### src/rtl/adder_seq_ctrl.sv
// Sequential multi-byte adder controller: two round-robin requesters share one
// external 8-bit adder, one byte per cycle from LSB to MSB.
module adder_seq_ctrl #(
   parameter int WORDS = 4
) (
   input  logic                 clk,
   input  logic                 rst,
   input  logic [1:0]           req,
   input  logic [8*WORDS-1:0]   op_a0,
   input  logic [8*WORDS-1:0]   op_b0,
   input  logic [8*WORDS-1:0]   op_a1,
   input  logic [8*WORDS-1:0]   op_b1,
   output logic [1:0]           ack,
   output logic [1:0]           done,
   output logic [8*WORDS-1:0]   result,
   output logic                 cout,
   output logic                 busy,
   output logic [7:0]           add_a,
   output logic [7:0]           add_b,
   output logic                 add_cin,
   input  logic [7:0]           add_s,
   input  logic                 add_cout,
   output logic [15:0]          txn_count
);
   localparam int W  = 8 * WORDS;
   localparam int IW = (WORDS > 1) ? $clog2(WORDS) : 1;

   typedef enum logic [1:0] {IDLE, RUN, DONE} state_t;

   state_t          state_q, state_d;
   logic [W-1:0]    a_q, a_d, b_q, b_d, res_q, res_d;
   logic [IW-1:0]   idx_q, idx_d;
   logic            carry_q, carry_d, cout_q, cout_d;
   logic            win_q, win_d, prio_q, prio_d;
   logic [1:0]      ack_q, ack_d;
   logic [15:0]     cnt_q, cnt_d;
   logic            grant_w;

   // prio_q names the requester that wins a tie; it always points away from the last grant
   assign grant_w = (req == 2'b11) ? prio_q : req[1];

   always_comb begin
      state_d = state_q;
      a_d     = a_q;
      b_d     = b_q;
      res_d   = res_q;
      idx_d   = idx_q;
      carry_d = carry_q;
      cout_d  = cout_q;
      win_d   = win_q;
      prio_d  = prio_q;
      ack_d   = 2'b00;
      cnt_d   = cnt_q;
      done    = 2'b00;
      add_a   = 8'h00;
      add_b   = 8'h00;
      add_cin = 1'b0;
      case (state_q)
         IDLE: begin
            if (req != 2'b00) begin
               win_d   = grant_w;
               prio_d  = ~grant_w;
               ack_d   = grant_w ? 2'b10 : 2'b01;
               a_d     = grant_w ? op_a1 : op_a0;
               b_d     = grant_w ? op_b1 : op_b0;
               idx_d   = '0;
               carry_d = 1'b0;
               state_d = RUN;
            end
         end
         RUN: begin
            add_a   = a_q[{idx_q, 3'b000} +: 8];
            add_b   = b_q[{idx_q, 3'b000} +: 8];
            add_cin = carry_q;
            res_d[{idx_q, 3'b000} +: 8] = add_s;
            carry_d = add_cout;
            idx_d   = idx_q + 1'b1;
            if (idx_q == IW'(WORDS - 1)) begin
               cout_d  = add_cout;
               state_d = DONE;
            end
         end
         DONE: begin
            done    = win_q ? 2'b10 : 2'b01;
            cnt_d   = cnt_q + 16'd1;
            state_d = IDLE;
         end
         default: state_d = IDLE;
      endcase
   end

   always_ff @(posedge clk) begin
      if (rst) begin
         state_q <= IDLE;
         a_q     <= '0;
         b_q     <= '0;
         res_q   <= '0;
         idx_q   <= '0;
         carry_q <= 1'b0;
         cout_q  <= 1'b0;
         win_q   <= 1'b0;
         prio_q  <= 1'b0;
         ack_q   <= 2'b00;
         cnt_q   <= 16'd0;
      end else begin
         state_q <= state_d;
         a_q     <= a_d;
         b_q     <= b_d;
         res_q   <= res_d;
         idx_q   <= idx_d;
         carry_q <= carry_d;
         cout_q  <= cout_d;
         win_q   <= win_d;
         prio_q  <= prio_d;
         ack_q   <= ack_d;
         cnt_q   <= cnt_d;
      end
   end

   assign ack       = ack_q;
   assign result    = res_q;
   assign cout      = cout_q;
   assign busy      = (state_q != IDLE);
   assign txn_count = cnt_q;
endmodule
### config.mk
export PLATFORM = sky130hd
export DESIGN_NAME = adder_seq_ctrl
export DESIGN_NICKNAME = d
export VERILOG_FILES = /design/src/rtl/adder_seq_ctrl.sv
export SDC_FILE = /design/constraint.sdc
export NUM_CORES = 1
export LEC_CHECK = 0
export ABC_AREA = 1
export ABC_CLOCK_PERIOD_IN_PS = 4770
export CAP_MARGIN = 0
export CORE_MARGIN = 3
export CORE_UTILIZATION = 49
export CTS_BUF_LIST = sky130_fd_sc_hd__clkbuf_8
export CTS_CLUSTER_SIZE = 20
export DETAILED_ROUTE_END_ITERATION = 10
export PLACE_DENSITY_LB_ADDON = 0.05
export SYNTH_ARGS = -nofsm -noshare
export SYNTH_HDL_FRONTEND = slang
export SYNTH_SLANG_ARGS = --single-unit
### constraint.sdc
create_clock -name clk -period 4.77 [get_ports clk]
set_input_delay 0.954 -clock clk [delete_from_list [all_inputs] [get_ports clk]]
set_output_delay 0.954 -clock clk [all_outputs]
set_load 0.05 [all_outputs]
# Word-level counts from Yosys, hierarchy flattened
# Cells that the tools add are included.
[classes]
n_reduce_logical = 9
bitwise = 3
eq_ne = 6
n_addsub = 3
mux = 17
shift = 4
[op_table]
columns = ["op", "n"]
rows = [
  ["$mux W32", 2],
  ["$shiftx A32 B6 Y8", 2],
  ["$bwmux W32", 1],
  ["$shift A8 B7 Y32 const A", 1],
  ["$shiftx A8 B7 Y32", 1],
  ["$add A16 B1 Y16 const B", 1],
  ["$mux W8", 2],
  ["$mux W2", 6],
  ["$pmux W2 S2", 2],
  ["$reduce_and A2 Y1", 4],
  ["$neg A5 Y7", 1],
  ["$eq A2 B2 Y1 const B", 3],
  ["$reduce_bool A2 Y1", 3],
  ["$ne A2 B2 Y1 const B", 2],
  ["$mux W1", 3],
  ["$not A1 Y1", 3],
  ["$reduce_or A3 Y1", 1],
  ["$add A2 B1 Y2 const B", 1],
  ["$eq A2 B1 Y1 const B", 1],
  ["$logic_not A2 Y1", 1],
  ["$pmux W1 S2", 1],
]
[word_totals]
output_inout_bits = 71
register_bits = 122
input_bits = 141
word_cells = 53

# Longest topological paths before layout
# Gate-level depths: netlist (run 1).
[depth]
depth_word = 3
ltp_mapped = 10

# Least setup slack after synthesis (run 1)
# OpenSTA, ideal clock, no wires.
[synth_timing]
kind = "register to output"
from = "reg idx_q[1]"
to = "out add_a[0]"
arrival_time_ps = 1885
path_buffers = 2
path_stages_with_launch = 7
slack_ps = 1931
required_time_ps = 3816
cell_sequence = "dfxtp_1 > buf_2 > clkinv_1 > buf_1 > nor2_1 > o21ai_0 > a21oi_1"
[synth_between]
elab_chain_cells = 2
[synth_rtl]
columns = ["item", "line", "source"]
rows = [
  ["start: declaration", "32", "logic [IW-1:0] idx_q, idx_d;"],
  ["start signal: assignment", "110", "idx_q <= idx_d;"],
  ["$shiftx A32 B6 Y8", "72", "add_a = a_q[{idx_q, 3'b000} +: 8];"],
  ["$mux W8", "58", "case (state_q)"],
  ["end: declaration", "18", "output logic [7:0] add_a,"],
]
# Every way passes these cells.

# Final worst setup path (run 1)
[layout_timing]
from = "reg idx_q[1]"
to = "out add_a[5]"
# Same word-level chain as after synthesis.

==> impl_metrics.tcl, run 1 <==
set metrics [dict create \
    gp_congestion 0.833 \
    finalClockSkew_ns 0.0116 \
    min_path_type "flop to flop" \
    grt_start_max_net_pins 51 \
    grt.met1_usage_pct 30.3 \
    achievable-frequency_mhz 269 \
    grt_util_met2_pct 45.6 \
    grt_pass1_wl_mm 27.0 \
    cts_max_path_buffers 2 \
    clkSlewWorstSetupHoldPaths_ns 0.07 \
    residual_drc 0 \
    grtUsageMet3_pct 8.44 \
    final_min_period_over_clock_period_pct 77.9 \
    synthesis.nets 1000 \
    worst_setup_path_end_kind "output pin" \
    synth_cells 853 \
    setup.worst_path.class "flop to output pin" \
    critPathLaunchType "flop" \
    cp_slowest_stage_delay_ns 0.76 \
    yosys_warnings 0 \
    nets 1186 \
    vias 6143 \
    routedWlPerCell_um 14.2 \
    setup_total_negative_slack_ns 0 \
    rsz_0062_raised_after_global_routing "no" \
    worst_skew_pair.late_latency_ns 0.43 \
    globalRoute.busiestLayer "met2" \
    synth_largest_area_cell "sky130_fd_sc_hd__dfxtp_1" \
    synth.yosys.seq_area_share_pct 43.1 \
    setup_viol 0 \
    max_slew_violation_count 0 \
    ant_nets 0 \
    start_util_pct 51.1 \
    antenna_cells 0 \
    core_um2 11100 \
    die-area_um2 12900 \
    ir_drop_uv 267 \
    finalWirelength_mm 16.9 \
    final_cell_count_no_fill 1192 \
    synth_area_per_cell_um2 6.64 \
    synth_area_um2 5670 \
    timing.final.crit_period_ns 3.71 \
    drt_via_density 5.15 \
    globalRouteTotalUtil_pct 26.0 \
    fp.dieW_um 114 \
    crit_arrival_ns 2.76 \
    first_global_vias 5688 \
    cts_resized 0 \
    synth_top_cells_by_area "sky130_fd_sc_hd__dfxtp_1 (43%), sky130_fd_sc_hd__nand2_1 (18%), sky130_fd_sc_hd__nand3_1 (11%)" \
    postSynthRegisterBits 122 \
    max_cap_viol_count 0 \
    numCtsBuffers 17 \
    cpLargestDelayFamily "buffers and inverters" \
    synth_async_reset_ratio_pct 0 \
    crit_chain "clkinv_1, nor2_1, o21ai_0, a21oi_1, buf_4" \
    dp_hpwl_mm 12.0 \
    fp-row-count 38 \
    path_buf_inv 2 \
    drt_first_iter_violations 419 \
    final_hold_viol_count 0 \
    drtPass1Iterations 5 \
    synth-main-ff-cell "sky130_fd_sc_hd__dfxtp_1" \
    master_cell_of_the_clock_root_buffer "sky130_fd_sc_hd__clkbuf_8" \
    cp_max_fo 20 \
    worstMarginPinSlew_ns 1.18 \
    die_height_um 114 \
    postCtsSetupBuffers 0 \
    cts.htree.levels 4 \
    io_pins 212 \
    cts.hold.buffers_added 0 \
    area_growth_pct 43.5 \
    synth_commonest_cells "sky130_fd_sc_hd__nand2_1 (274), sky130_fd_sc_hd__dfxtp_1 (122), sky130_fd_sc_hd__nand3_1 (120)" \
    post_synth_edffs 0 \
    global_route.overflow_total 0 \
    yosys.cell_types.count 29 \
    post-synth-top-area-fraction_pct 43.1 \
    timing.critical_path.required_ns 3.82 \
    synthMostInstantiatedCell "sky130_fd_sc_hd__nand2_1" \
    port_buffer_count 211 \
    layout.core_utilization_pct 73.4 \
    cts_sinks 122 \
    final_layout_size_suffix_gt1_share_pct 6.84 \
    cell_area_power_density_nw_per_um2 312 \
    cts_tree "built" \
    antenna_found_initial 0 \
    max-slew-margin-rel_pct 20.8 \
    crit_path_top_delay_cell "sky130_fd_sc_hd__clkinv_1" \
    status "finished, final reports clean" \
    cellLeakagePower_nw 3.28 \
    dp.cells 1160 \
]
layout by cell type (no fill, tap or decap), drive strengths merged, types with 2 or more instances in the layout:
cell type,count
nand4,5
clkdlybuf4s50,194
buf,20
o21ai,38
bufinv,2
nand3,120
a21oi,56
a31oi,5
clkbuf,20
ha,6
nand2,277
dfxtp,122
nor2,121
inv,44
clkinv,8
nor3,4
xor2,2
clkinvlp,3
final cells by class:
| cell class | instances | area [µm²] |
|---|---|---|
| Clock buffer | 20 | 275 |
| Multi-Input combinational cell | 639 | 2850 |
| Sequential cell | 122 | 2440 |
| Timing Repair Buffer | 214 | 2090 |
| Inverter | 45 | 169 |
| Clock inverter | 12 | 124 |
| Tap cell | 140 | 175 |
| Fill cell | 954 | 2950 |
path summary, 6_finish.rpt:
path / startpoint / cells past startpoint / to / slack (ns)
hold / removal: result[28]$_SDFFE_PP0P_ / 2 / result[28]$_SDFFE_PP0P_ / 0.47
setup reg to reg: idx_q[1]$_SDFFE_PP0P_ / 8 / result[21]$_SDFFE_PP0P_ / 1.74
setup / recovery: idx_q[1]$_SDFFE_PP0P_ / 5 / add_a[5] / 1.06
hold reg to reg: result[28]$_SDFFE_PP0P_ / 2 / result[28]$_SDFFE_PP0P_ / 0.47
power breakdown:
part / internal (W) / switching (W)
combinational: 0.000207 / 0.000293
sequential: 0.00108 / 0.0000353
clock: 0.000501 / 0.000415
layer usage:
layer	part of all wire (%)	vias up
met2	50	208
met3	7.1	18
met1	41	2808
li1	-	3109
met4	1.7	0
met5	0	-
worst min-delay path: cells and delay by family (launching register included):
family / cells / cell delay, ns
flops: 1 / 0.31
compound gates: 1 / 0.05
simple gates: 1 / 0.06
cells by family (layout without fill, tap and decap cells):
group,count (synthesis),count (layout),synth area share (%)
flops,122,122,43.1
buf+inv,92,291,6.65
fa+ha+maj,6,6,1.33
simple gates,529,529,39.3
xor+xnor,2,2,0.309
compound gates,102,102,9.32
stage by stage:
step	total power [W]	instance area [µm²]	hold slack (ns)	setup slack, ns
floorplan	0.00143	5670	0.444	1.93
global placement	0.00164	7730	0.452	1.43
detailed placement	0.00164	7730	0.456	1.35
CTS	0.00254	8130	0.467	1.08
global route	0.00265	8130	0.484	0.804
finish	0.00253	8130	0.466	1.06
sequential cells by signal, indices dropped and copies added, names as in the netlist, 2 cells and up:
name / cells
ack: 2
txn_count: 16
state_q: 2
result: 32
b_q: 32
idx_q: 2
a_q: 32
Power figures use the tool's default switching activity.
==> run 2: changes to the inputs <==
--- a/config.mk
+++ b/config.mk
@@ -6,10 +6,10 @@
 export NUM_CORES = 1
 export LEC_CHECK = 0
 export ABC_AREA = 1
-export ABC_CLOCK_PERIOD_IN_PS = 4770
+export ABC_CLOCK_PERIOD_IN_PS = 3830
 export CAP_MARGIN = 0
 export CORE_MARGIN = 3
-export CORE_UTILIZATION = 49
+export CORE_UTILIZATION = 46
 export CTS_BUF_LIST = sky130_fd_sc_hd__clkbuf_8
 export CTS_CLUSTER_SIZE = 20
 export DETAILED_ROUTE_END_ITERATION = 10
==> constraint.sdc (replaced) <==
create_clock -name clk -period 3.83 [get_ports clk]
set_input_delay 0.766 -clock clk [delete_from_list [all_inputs] [get_ports clk]]
set_output_delay 0.766 -clock clk [all_outputs]
set_load 0.05 [all_outputs]
==> impl_metrics.tcl, run 2 (synthesis gave the netlist of run 1 again) <==
set metrics [dict create \
    vias 6040 \
    drt_first_iter_violations 518 \
    ff2ff_setup_slack_ns 1.38 \
    cell_area_power_density_nw_per_um2 380 \
    layout.cells.most_common_list "sky130_fd_sc_hd__nand2_1 (274), sky130_fd_sc_hd__clkdlybuf4s50_1 (194), sky130_fd_sc_hd__dfxtp_1 (122)" \
    grt_pass1_wl_mm 26.5 \
    finalClockSkew_ns 0.00877 \
    ff2ff_path_depth 9 \
    ir_drop_uv 210 \
    routedWlPerCell_um 14.1 \
    die_height_um 117 \
    multiInputGateArea_um2 2850 \
    finalWirelength_mm 17.0 \
    numCtsBuffers 17 \
    final_min_period_over_clock_period_pct 79.9 \
    dp_hpwl_mm 12.0 \
    setup_total_negative_slack_ns 0 \
    first_global_vias 5720 \
    layout_commonest_cell "sky130_fd_sc_hd__nand2_1" \
    area_growth_pct 44.1 \
    postCtsSetupBuffers 0 \
    gp_congestion 0.835 \
    hold-path-endpoint "result[12]$_SDFFE_PP0P_" \
    rsz_0062_raised_after_global_routing "no" \
    master_cell_of_the_clock_root_buffer "sky130_fd_sc_hd__clkbuf_8" \
    status "finished, final reports clean" \
    residual_drc 0 \
    antenna_found_initial 0 \
    cts.hold.buffers_added 0 \
    min_path_type "flop to flop" \
    final_layout_size_suffix_gt1_share_pct 7.27 \
    start_util_pct 48.4 \
    number_of_cells_traversed_by_the_worst_hold_path 2 \
    wl_met3_mm 1.15 \
    worstMarginPinSlew_ns 0.668 \
    detailroute.wirelength.met2_mm 8.38 \
    die-area_um2 13700 \
    drt_via_density 5.02 \
    timing.critical_path.required_ns 3.06 \
    antenna_cells 0 \
    hold_path_startpoint "result[12]$_SDFFE_PP0P_" \
    cts_resized 0 \
    nets 1194 \
    top_signal_layer_used "met4" \
    worst_setup_path_end_kind "output pin" \
    setup_viol 0 \
    worst_skew_pair.late_latency_ns 0.43 \
    route.layer.met1.wl_mm 7.07 \
    max_slew_violation_count 0 \
    cellLeakagePower_nw 3.33 \
    timing.final.crit_period_ns 3.06 \
    max-slew-margin-rel_pct 55.2 \
    port_buffer_count 211 \
    area.sequential_um2 2440 \
    setup.worst_path.class "flop to output pin" \
    cts_sinks 122 \
    number_of_fillers_in_the_final_layout 1123 \
    clkSlewWorstSetupHoldPaths_ns 0.07 \
    fp-row-count 39 \
    ant_nets 0 \
    core_um2 11700 \
    critPathLaunchType "flop" \
    dp.cells 1171 \
    cts.htree.levels 4 \
    drtPass1Iterations 5 \
    r2r_start "idx_q[0]$_SDFFE_PP0P_" \
    final_hold_viol_count 0 \
    cp_max_fo 23 \
    global_route.overflow_total 0 \
    crit_arrival_ns 2.29 \
    cts_max_path_buffers 2 \
    max_cap_viol_count 0 \
    globalRouteTotalUtil_pct 24.5 \
    fp.dieW_um 117 \
    timing.rr.end "result[22]$_SDFFE_PP0P_" \
    grt_start_max_net_pins 62 \
    setup.worst_path.start "state_q[0]$_SDFFE_PP0P_" \
    final_cell_count_no_fill 1202 \
    io_pins 212 \
    achievable-frequency_mhz 327 \
    cts_tree "built" \
]
run 2: power breakdown:
part	leakage, nW	total (W)	switching (W)	internal, W
sequential	0.998	0.00139	0.0000417	0.00135
combinational	2.12	0.000632	0.000367	0.000264
clock	0.204	0.00109	0.000492	0.000594
total	3.33	0.00311	0.000901	0.00221
run 2: critical path, cell delays in order, from the launching register on:
cell,delay (ns)
sky130_fd_sc_hd__dfxtp_1,0.39
sky130_fd_sc_hd__inv_2,0.07
sky130_fd_sc_hd__nor2_4,0.17
sky130_fd_sc_hd__inv_1,0.06
sky130_fd_sc_hd__buf_4,0.22
sky130_fd_sc_hd__nor2_1,0.12
sky130_fd_sc_hd__clkdlybuf4s50_1,0.83
run 2: layout make-up:
cell class	count	share of cell area (%)
clock buffers	19	3.20
clock inverters	12	1.33
inverters	45	2.07
multi-input cells	639	35.0
flip-flops and latches	122	29.9
well taps	143	2.19
repair buffers	222	26.3
run 2: per-stage QoR:
| stage | setup slack, ns | cell area (µm²) | util, % | hold slack [ns] | power [W] |
|---|---|---|---|---|---|
| 6_report | 0.772 | 8160 | 69.7 | 0.465 | 0.00311 |
| 5_1_grt | 0.598 | 8160 | 69.7 | 0.489 | 0.00325 |
| 4_1_cts | 0.731 | 8160 | 69.7 | 0.467 | 0.00313 |
| 3_5_place_dp | 1.07 | 7790 | 66.5 | 0.456 | 0.00205 |
| 3_3_place_gp | 1.13 | 7790 | 66.5 | 0.452 | 0.00204 |
| 2_1_floorplan | 1.18 | 5670 | - | 0.444 | 0.00178 |
run 2: how the worst max path moves through the flow:
stage	endpoint	depth (start not counted)	slack (ns)
after floorplan	add_a[0]	6	1.18
after global placement	a_q[9]$_SDFFE_PP0P_	7	1.13
after detailed placement	b_q[0]$_SDFFE_PP0P_	7	1.07
after CTS	add_cin	6	0.73
after global routing	add_cin	6	0.60
final	add_cin	6	0.77
run 2: layer usage:
| layer | vias to the layer above | GRT usage (%) |
|---|---|---|
| met2 | 205 | 42.7 |
| met1 | 2686 | 28.5 |
| met4 | 0 | 9.10 |
| li1 | 3123 | - |
| met5 | - | 0 |
| met3 | 26 | 7.35 |
==> RTL change 1 (config.mk and constraints of run 2) <==
The parameter `WORDS` goes from 4 to 2.
--- a/src/rtl/adder_seq_ctrl.sv
+++ b/src/rtl/adder_seq_ctrl.sv
@@ -1,7 +1,7 @@
 // Sequential multi-byte adder controller: two round-robin requesters share one
 // external 8-bit adder, one byte per cycle from LSB to MSB.
 module adder_seq_ctrl #(
-   parameter int WORDS = 4
+   parameter int WORDS = 2
 ) (
    input  logic                 clk,
    input  logic                 rst,
Ports: changed (5 resized); port bits go from 212 to 132. No check against the original RTL was run, so the function may have changed too.
==> RTL change 1 against run 2 <==
Worst hold slack lost 0.00067 ns. Power shrank 40%. Via count shrank 39%. Highest routed layer unchanged. Sequential cell count shrank 49. Cell area shrank 39%. Worst setup slack gained 0.27 ns. Synthesized area shrank 39%. Register-to-register slack gained 0.62 ns. Synthesized cell count shrank 37%. Routed wire length shrank 44%. Critical path type unchanged.
==> RTL change 1: results (changes against run 2) <==
Clock tree
  • Clock Latency Late Sink: 0.34 ns (was 0.43 ns)

Final layout
  • Signal buffers: 136 (was 222)
  • Inverters: 61 (was 45)
  • Sequential cell count: 73 (was 122)
  • Non-clk buf share: 0.267 (was 0.263)
  • Storage element area: 0.00146 mm^2 (was 0.00244 mm^2)
  • #MultiIn Comb: 374 (was 639)
  • ClkCell Share: 0.0380 (was 0.0454)
  • Layout cells sized above 1: 0.0697 (was 0.0727)
  • Clock buf count: 9 (was 19)

Synthesis
  • Synth unique cells: 25 (was 29)
  • Synthesized Nets: 612 (was 1000)

Detailed routing
  • Met1 wire length: 4110 um (was 7070 um)
  • Final wirelength: 9470 um (was 17000 um)

STA
  • WHS: 0.464 ns (was 0.465 ns)

Setup path
  • Worst Reg-to-Reg Cells: 4 (was 9)
  • Worst R2R End: result[5] (was result[22])
  • R2r startpoint: idx_q (was idx_q[0])

Place
  • Port-buffer cells: 131 (was 211)
  • GPL Wtd Cong: 0.841 (was 0.835)

Power
  • Sequential Power Share: 0.450 (was 0.447)
  • Peak VDD IR: 0.220 mV (was 0.210 mV)

Global route
  • Number of global-route vias before repair: 3408 (was 5720)
  • Largest net degree at the start of global routing: 39 (was 62)
  • Routing usage on met2: 0.369 (was 0.427)
  • First-pass GRT wire length: 15500 um (was 26500 um)

Outcome
  • Status: finished, final reports clean (unchanged)
-- RTL change 1: cell count changes after synthesis, moves of 4 or more --
cell	delta
nor2_2	-5
o21ai_0	-32
nor2_1	-78
buf_2	-8
a31oi_1	-4
a21oi_1	-14
ha_1	-5
nand3_1	-64
clkbuf_1	-15
inv_1	+19
dfxtp_1	-49
nand2_1	-56
buf_6	+6
-- RTL change 1: metrics by stage --
step	total power [uW]	area (um^2)	util	instances
6_report	1850	4940	0.678	759
5_1_grt	1940	4940	0.678	759
4_1_cts	1860	4940	0.678	759
3_5_place_dp	1290	4760	0.652	743
3_3_place_gp	1280	4760	0.652	743
2_1_floorplan	1130	3470	-	534
-- RTL change 1: how the worst max path moves through the flow --
stage / slack (ns) / cells past startpoint / to / from
2_1_floorplan: 1.46 / 4 / add_a[5] / idx_q
3_3_place_gp: 1.29 / 9 / a_q[8] / req[0]
3_5_place_dp: 1.24 / 9 / b_q[4] / req[0]
4_1_cts: 1.04 / 6 / add_a[1] / state_q[0]
5_1_grt: 0.91 / 6 / add_a[7] / state_q[0]
6_report: 1.05 / 6 / add_a[1] / state_q[0]
-- RTL change 1: critical path, cell delays in order (launching register included) --
cell	delay [ns]
dfxtp_1	0.37
inv_2	0.08
nor2_1	0.09
buf_4	0.23
inv_1	0.35
a21oi_1	0.30
buf_4	0.24
-- RTL change 1: cells by family (layout without fill, tap and decap cells) --
logic type | count (synthesis) | count (layout) | share of synthesized area
XOR/XNOR | 3 | 3 | 0.00758
AO/OA/AOI/OAI | 51 | 51 | 0.0765
AND/OR/NAND/NOR | 319 | 319 | 0.379
buffers and inverters | 87 | 213 | 0.112
adder cells (fa/ha/maj) | 1 | 1 | 0.00361
flip-flops | 73 | 73 | 0.422
==> RTL change 2 (settings of run 2) <==
Made on the original files. Make the reset (`rst`) asynchronous in one clocked block.
--- a/src/rtl/adder_seq_ctrl.sv
+++ b/src/rtl/adder_seq_ctrl.sv
@@ -89,7 +89,7 @@
       endcase
    end
 
-   always_ff @(posedge clk) begin
+   always_ff @(posedge clk or posedge rst) begin
       if (rst) begin
          state_q <= IDLE;
          a_q     <= '0;
Formal check against the unedited RTL: differs if rst is asserted again (counterexample within 4 cycles, from zero or initial values and one cycle with rst high); with rst held inactive, the same outputs for 10 cycles.
==> RTL change 2 against run 2 <==
Cell count down 8.7%. Critical endpoint is now add_a[5]. Cell area up 6.2%. Routed wire length up 4.5%. Core utilization up 0.43 points. Worst setup slack worse by 0.16 ns. Sequential cell count unchanged. Synthesized area up 5.4%. Register-to-register slack worse by 0.03 ns. Clock skew down 0.0024 ns. Critical path type unchanged.
Power is not compared: it rests on default switching activity, and its combinational part moved more than twofold at a synthesized area within 25%.
==> RTL change 2: results (changes against run 2) <==
Setup path
  • FF-to-FF setup slack: 1.35 ns (was 1.38 ns)
  • Worst Reg-to-Reg Cells: 5 (was 9)
  • Largest fanout on the critical path: 20 (was 23)
  • CP Capture Point: add_a[5] (was add_cin)
  • CP peak stage delay: 0.79 ns (was 0.83 ns)
  • R2r startpoint: idx_q[1] (was idx_q[0])

Synthesis
  • Post-synth top flop: dfrtp_1 (was dfxtp_1)
  • Ys async rst share: 1.00 (was 0)
  • Area share of xor/xnor cells in the synthesized design: 0.0161 (was 0.00309)
  • Compound-Gate Fraction of Synth Area: 0.238 (was 0.0932)
  • Register area share after synthesis: 0.511 (was 0.431)
  • Post-synth top area share: 0.511 (was 0.431)

Global route
  • First-pass GRT wire length: 28100 um (was 26500 um)
  • Largest net degree at the start of global routing: 123 (was 62)
  • GRT Overall Usage: 0.244 (was 0.245)

Final layout
  • ClkCell Share: 0.0440 (was 0.0454)
  • Number of fill cells: 1001 (was 1123)
  • Final nets: 1063 (was 1194)
  • Clock buf count: 20 (was 19)

Place
  • Post-DP HPWL: 12500 um (was 12000 um)
  • GPL Wtd Cong: 0.862 (was 0.835)

STA
  • Worst Skew: 0.00641 ns (was 0.00877 ns)

Detailed routing
  • WL/cell: 16.2 um (was 14.1 um)
  • Initial DRC count: 454 (was 518)

Outcome
  • Status: finished, final reports clean (unchanged)
[RTL change 2: cell types whose count changed after synthesis, moves of 34 or more]
cell	before	now
nand2_1	274	81
dfrtp_1	0	122
dfxtp_1	122	0
nand3_1	120	16
o21ai_0	37	140
o21ai_1	0	50
o22ai_1	0	34
[RTL change 2: layer usage]
metal / vias to the layer above / GRT usage / part of all wire
met5: - / 0 / 0
li1: 2799 / - / -
met1: 2768 / 0.310 / 0.42
met4: 0 / 0.0895 / 0.021
met2: 237 / 0.397 / 0.48
met3: 35 / 0.0726 / 0.075
[RTL change 2: stage by stage]
step / total power [uW] / cell area, um^2 / hold slack [ns] / std cells / worst slack (ns)
global route: 7870 / 8670 / 0.505 / 1097 / 0.427
finish: 7440 / 8670 / 0.487 / 1097 / 0.614
floorplan: 4750 / 5980 / 0.454 / 724 / 1.34
CTS: 7450 / 8670 / 0.490 / 1097 / 0.606
global placement: 6260 / 8290 / 0.471 / 1065 / 1.12
detailed placement: 6340 / 8290 / 0.474 / 1065 / 1.10
